[config.mk]
export PLATFORM = sky130hd
export DESIGN_NAME = uart_rx_ctrl
export DESIGN_NICKNAME = d
export VERILOG_FILES = /design/src/rtl/uart_rx_ctrl.sv
export SDC_FILE = /design/constraint.sdc
export NUM_CORES = 1
export LEC_CHECK = 0
export ABC_AREA = 1
export BUFFER_PORTS_ARGS = -buffer_cell sky130_fd_sc_hd__buf_2
export CAP_MARGIN = 10
export CORE_MARGIN = 3
export CORE_UTILIZATION = 30
export DETAILED_ROUTE_END_ITERATION = 7
export GPL_TIMING_DRIVEN = 0
export SKIP_CTS_REPAIR_TIMING = 1
export SLEW_MARGIN = 10
export SYNTH_ARGS = -nofsm -noshare
export SYNTH_HDL_FRONTEND = slang
export SYNTH_SLANG_ARGS = --single-unit
[constraint.sdc]
create_clock -name CLK -period 5.9 [get_ports CLK]
set_input_delay 1.18 -clock CLK [delete_from_list [all_inputs] [get_ports CLK]]
set_output_delay 1.18 -clock CLK [all_outputs]
set_load 0.05 [all_outputs]
[src/rtl/uart_rx_ctrl.sv]
// uart_rx_ctrl: UART receiver control (frame FSM, config shadow, RX FIFO).
// Define UART_RX_CTRL_DROP_CNT_EN to enable the timed-out frame counter drop_cnt.
module uart_rx_ctrl #(
  parameter int WIDTH = 8,
  parameter int DEPTH = 4,
  parameter logic [4:0] PRESCALE_RST = 5'd8
) (
  input  logic             CLK,
  input  logic             RST,
  input  logic             RX_IN,
  input  logic [WIDTH-1:0] P_DATA,
  input  logic             Data_Valid,
  input  logic             cfg_wr,
  input  logic [4:0]       cfg_prescale,
  input  logic             cfg_par_en,
  input  logic             cfg_par_typ,
  output logic [4:0]       prescale,
  output logic             PAR_EN,
  output logic             PAR_TYP,
  output logic             cfg_pending,
  output logic [WIDTH-1:0] rd_data,
  output logic             rd_valid,
  input  logic             rd_ready,
  output logic             overflow,
  input  logic             ovf_clr,
  output logic [7:0]       drop_cnt
);
  localparam int AW = $clog2(DEPTH);
  typedef enum logic {IDLE, RECV} state_t;
  state_t state, state_nx;
  logic rx_q;
  logic [8:0] cnt;
  logic [4:0] sh_pre;
  logic sh_pen, sh_pty;
  logic [WIDTH-1:0] mem [DEPTH];
  logic [AW-1:0] wp, rp;
  logic [AW:0] occ;
  logic fall, term, apply, pop, push, full, ovf_evt;
  always_comb begin
    fall = rx_q & ~RX_IN;
    term = cnt == 9'(12 * prescale - 1);
    state_nx = state == IDLE ? (fall ? RECV : IDLE) : (Data_Valid | term ? IDLE : RECV);
    apply = state == IDLE & cfg_pending & RX_IN & ~fall;
    full = occ[AW];
    pop = rd_valid & rd_ready;
    push = Data_Valid & (~full | pop);
    ovf_evt = Data_Valid & full & ~pop;
  end
  assign rd_valid = occ != '0;
  assign rd_data = rd_valid ? mem[rp] : '0;
  always_ff @(posedge CLK) begin
    if (RST) begin
      state <= IDLE;
      rx_q <= 1'b1;
      cnt <= '0;
      wp <= '0;
      rp <= '0;
      occ <= '0;
      overflow <= 1'b0;
      cfg_pending <= 1'b0;
      prescale <= PRESCALE_RST;
      PAR_EN <= 1'b1;
      PAR_TYP <= 1'b0;
      sh_pre <= PRESCALE_RST;
      sh_pen <= 1'b1;
      sh_pty <= 1'b0;
    end else begin
      state <= state_nx;
      rx_q <= RX_IN;
      cnt <= state == RECV ? cnt + 9'd1 : 9'd0;
      if (push) wp <= wp + 1'b1;
      if (pop) rp <= rp + 1'b1;
      occ <= occ + {{AW{1'b0}}, push} - {{AW{1'b0}}, pop};
      overflow <= ovf_evt | (overflow & ~ovf_clr);
      // a fresh write wins over apply so the newest request is the one applied
      if (cfg_wr) begin
        sh_pre <= cfg_prescale;
        sh_pen <= cfg_par_en;
        sh_pty <= cfg_par_typ;
        cfg_pending <= 1'b1;
      end else if (apply) begin
        prescale <= sh_pre;
        PAR_EN <= sh_pen;
        PAR_TYP <= sh_pty;
        cfg_pending <= 1'b0;
      end
    end
  end
  always_ff @(posedge CLK)
    if (push & ~RST) mem[wp] <= P_DATA;
`ifdef UART_RX_CTRL_DROP_CNT_EN
  logic timeout;
  assign timeout = state == RECV & ~Data_Valid & term;
  always_ff @(posedge CLK)
    if (RST) drop_cnt <= '0;
    else if (timeout && drop_cnt != 8'hFF) drop_cnt <= drop_cnt + 8'd1;
`else
  assign drop_cnt = '0;
`endif
endmodule

==> results by group <==
Status
  – Status: complete, no violations

Floorplan
  – I/O pin cnt: 48
  – Row count: 36
  – Area of the die: between 10000 and 15000 µm²
  – Chip Height: 109 µm
  – Core area: around 10000 µm²
  – Die Wd: about 110 µm
  – Initial core utilization: 31.7%

CTS
  – Clock-pin slew of the registers on the worst-case setup and hold paths: 60 ps
  – Clk sinks: between 60 and 70
  – TritonCTS clock tree: done
  – Number of buffers created by CTS: 9
  – Clock Latency Late Sink: ~340 ps
  – CTS root buf: clkbuf_8
  – Htree depth: 3
  – Max Root-Sink Buffers: 2

Yosys
  – Post-Synth XOR/XNOR Area: approximately 1.1%
  – Top-count cell post-synth: nor2_1
  – Simple-Gate Fraction of Synth Area: approximately 20%
  – Primary FF master, synth: dfxtp_1
  – Post-synthesis cell area: about 3200 µm²
  – Syn Inst Count: approximately 370
  – Synth warn: 0
  – Post-synthesis mux area share: 0%
  – Synth Area in Compound Gates: approximately a tenth
  – Async SR Flop Fraction: 0%
  – Number of synthesized flops with an enable pin: 32
  – Yosys cell types: 27
  – Post-synth top area cell: edfxtp_1
  – Post-synthesis sequential area ratio: between 50% and 60%
  – Synth cell count leaders: nor2_1 (63), nand2_1 (55), inv_1 (51)
  – Synth area leaders: edfxtp_1 (30%), dfxtp_1 (23%), nor2_1 (7.4%)
  – Main combinational cell family by area after synthesis: simple AND/OR/NAND/NOR gates
  – Adder-Cell Fraction of Synth Area: around 6.4%
  – Synth Register Bits: 68
  – Avg Cell Area, Syn: ~8.5 µm²
  – Share of the synthesized area in the top cell type: 30.2%

Worst setup path
  – Worst Path Required: 4720 ps
  – WP data arrival: 1980 ps
  – Slowest stage delay, CP: around 360 ps
  – CP endpoint kind: primary output
  – Crit Path Category: reg -> out
  – Critical Path Start Type: flip-flop
  – CP max-delay cell: clkbuf_1
  – Cells along the critical path: clkbuf_1 > inv_1 > nor2_1 > o21ai_0 > a21oi_1 > buf_2
  – R2r setup slk: approximately 3200 ps
  – Worst Path Max Fanout: 9

STA
  – Clock Skews: 6.62 ps
  – Min Tclk post-route: 3160 ps
  – Fin. max-slew vios: 0
  – Total negative setup slack: 0 ps
  – Peak Freq: 0.316 GHz
  – Relative slew slack: between 30% and 40%
  – Slew @ Worst Pin: approximately 910 ps
  – Unrepaired setup endpoints after global routing: no
  – Final setup fails: 0
  – Final count of hold timing violations: 0
  – Hold slack: between 400 and 500 ps
  – Fin crit share: 53.6%

Flow run
  – Max cap viols: 0

Hold path
  – Hold Crit Class: reg -> reg

Global routing
  – First-pass GRT wire length: approximately 11 mm
  – Largest net degree at the start of global routing: 12
  – Number of global-route vias before repair: 2453
  – Initial antenna violation count: 0
  – GR Overflow Total: 0
  – GRT Util Overall: between 10% and 20%

Power and ir drop
  – Max VDD drop: around 270 µV
  – Power Dens Cells: around 380 nW/µm²
  – Seq pwr share: roughly two fifths
  – P_int: about 0.88 mW
  – Clock power frac: 28.0%
  – Switch Pwr: 0.548 mW
  – Net Sw Frac: around two fifths
  – Gate power share: about a third
  – Pleak: 1.67 nW

Finish
  – # diodes: 0
  – Final net count: between 400 and 500
  – Area Growth Syn to Fin: 18.6%
  – Share of cells above drive strength 1: 15.9%

Placed design
  – Hpwl dp: about 4.8 mm
  – GPL Wtd Cong: just over 0.8
  – IO Port Bufs: 39

Detailed routing
  – Detailed Route WL: about 6.6 mm
  – 1st-iter DRT viols: 112
  – Per-cell routed wire length: roughly 12 µm
  – Detailed-route via count: 2503
  – Post-DRT Antenna Nets: 0
  – Length of the first detailed-routing pass in iterations: 4
  – DRC violations left: 0
  – Vias per cell: approximately 4.4
==> metal layers <==
layer,part of all wire (%),GRT usage [%],up-vias
li1,-,-,1311
met2,45,19.1,55
met1,49,15.7,1129
met5,0,0,-
met3,5.3,3.67,8
met4,1.0,3.25,0
==> registers in the layout, summed over array words and instances (netlist names), named ones only <==
register     flops
mem             32
cnt              9
prescale         5
sh_pre           5
occ              3
rp               2
wp               2
PAR_EN           1
PAR_TYP          1
cfg_pending      1
overflow         1
rx_q             1
sh_pen           1
sh_pty           1
state            1
==> power by group through the flow <==
stage               clock network [mW]  registers (mW)  logic (mW)
detailed placement                   0           0.564       0.480
CTS                              0.408           0.554       0.482
global placement                     0           0.563       0.473
floorplan                            0           0.574       0.350
global route                     0.431           0.558       0.534
finish                           0.401           0.554       0.477
==> logic make-up after synthesis <==
| kind of cell | after synthesis |
|---|---|
| flops | 68 |
| compound gates | 64 |
| simple gates | 153 |
| other cells | 1 |
| buf+inv | 68 |
| xor+xnor | 4 |
| fa+ha+maj | 15 |
==> cells in the final DEF (no fill, tap or decap), drive strengths merged <==
| master | netlist | routed |
|---|---|---|
| bufinv | 0 | 2 |
| fa | 2 | 2 |
| xnor2 | 1 | 1 |
| a211oi | 1 | 1 |
| nand3b | 3 | 3 |
| nor2 | 65 | 65 |
| nor3 | 5 | 5 |
| clkinv | 1 | 4 |
| dfxtp | 36 | 36 |
| nand4 | 3 | 3 |
| nand2 | 56 | 56 |
| edfxtp | 32 | 32 |
| a21oi | 24 | 24 |
| clkbuf | 3 | 13 |
| o21ai | 39 | 39 |
| buf | 12 | 51 |
| xor2 | 3 | 3 |
| inv | 52 | 52 |
| nor4 | 2 | 2 |
| ha | 13 | 13 |
| nand3 | 19 | 19 |
| conb | 1 | 8 |
==> worst max-delay path, delay by kind of cell (launching register included) <==
kind	cells	cell delay, ps
buffers and inverters	3	930
flip-flops	1	300
AO/OA/AOI/OAI	2	270
AND/OR/NAND/NOR	1	150
==> worst paths after layout <==
path / from / end / cells past startpoint
worst max-delay path: flip-flop / rd_data[7] / 6
worst min-delay path: cnt[0] / cnt[0] / 1
worst max register to register: occ[2] / occ[2] / 10
worst min register to register: cnt[0] / cnt[0] / 1
==> final cells by class <==
cell class / count / area [µm²]
Clock buffer: 10 / 128
Clock inverter: 5 / 77.6
Multi-Input combinational cell: 244 / 1230
Timing Repair Buffer: 39 / 195
Inverter: 53 / 199
Buffer: 15 / 97.6
Sequential cell: 68 / 1680
Tap cell: 133 / 166
Fill cell: 1047 / 6270
==> metrics by stage <==
step	total power, mW	cells	worst slack, ps	instance area (µm²)	util [%]
3_5_place_dp	1.04	552	2900	3570	35.6
6_report	1.43	567	2740	3780	37.6
5_1_grt	1.52	567	2470	3780	37.6
4_1_cts	1.44	567	2670	3780	37.6
2_1_floorplan	0.924	380	3080	3210	-
3_3_place_gp	1.04	552	2970	3570	35.6
No activity file was read; power rests on OpenSTA's default activity.
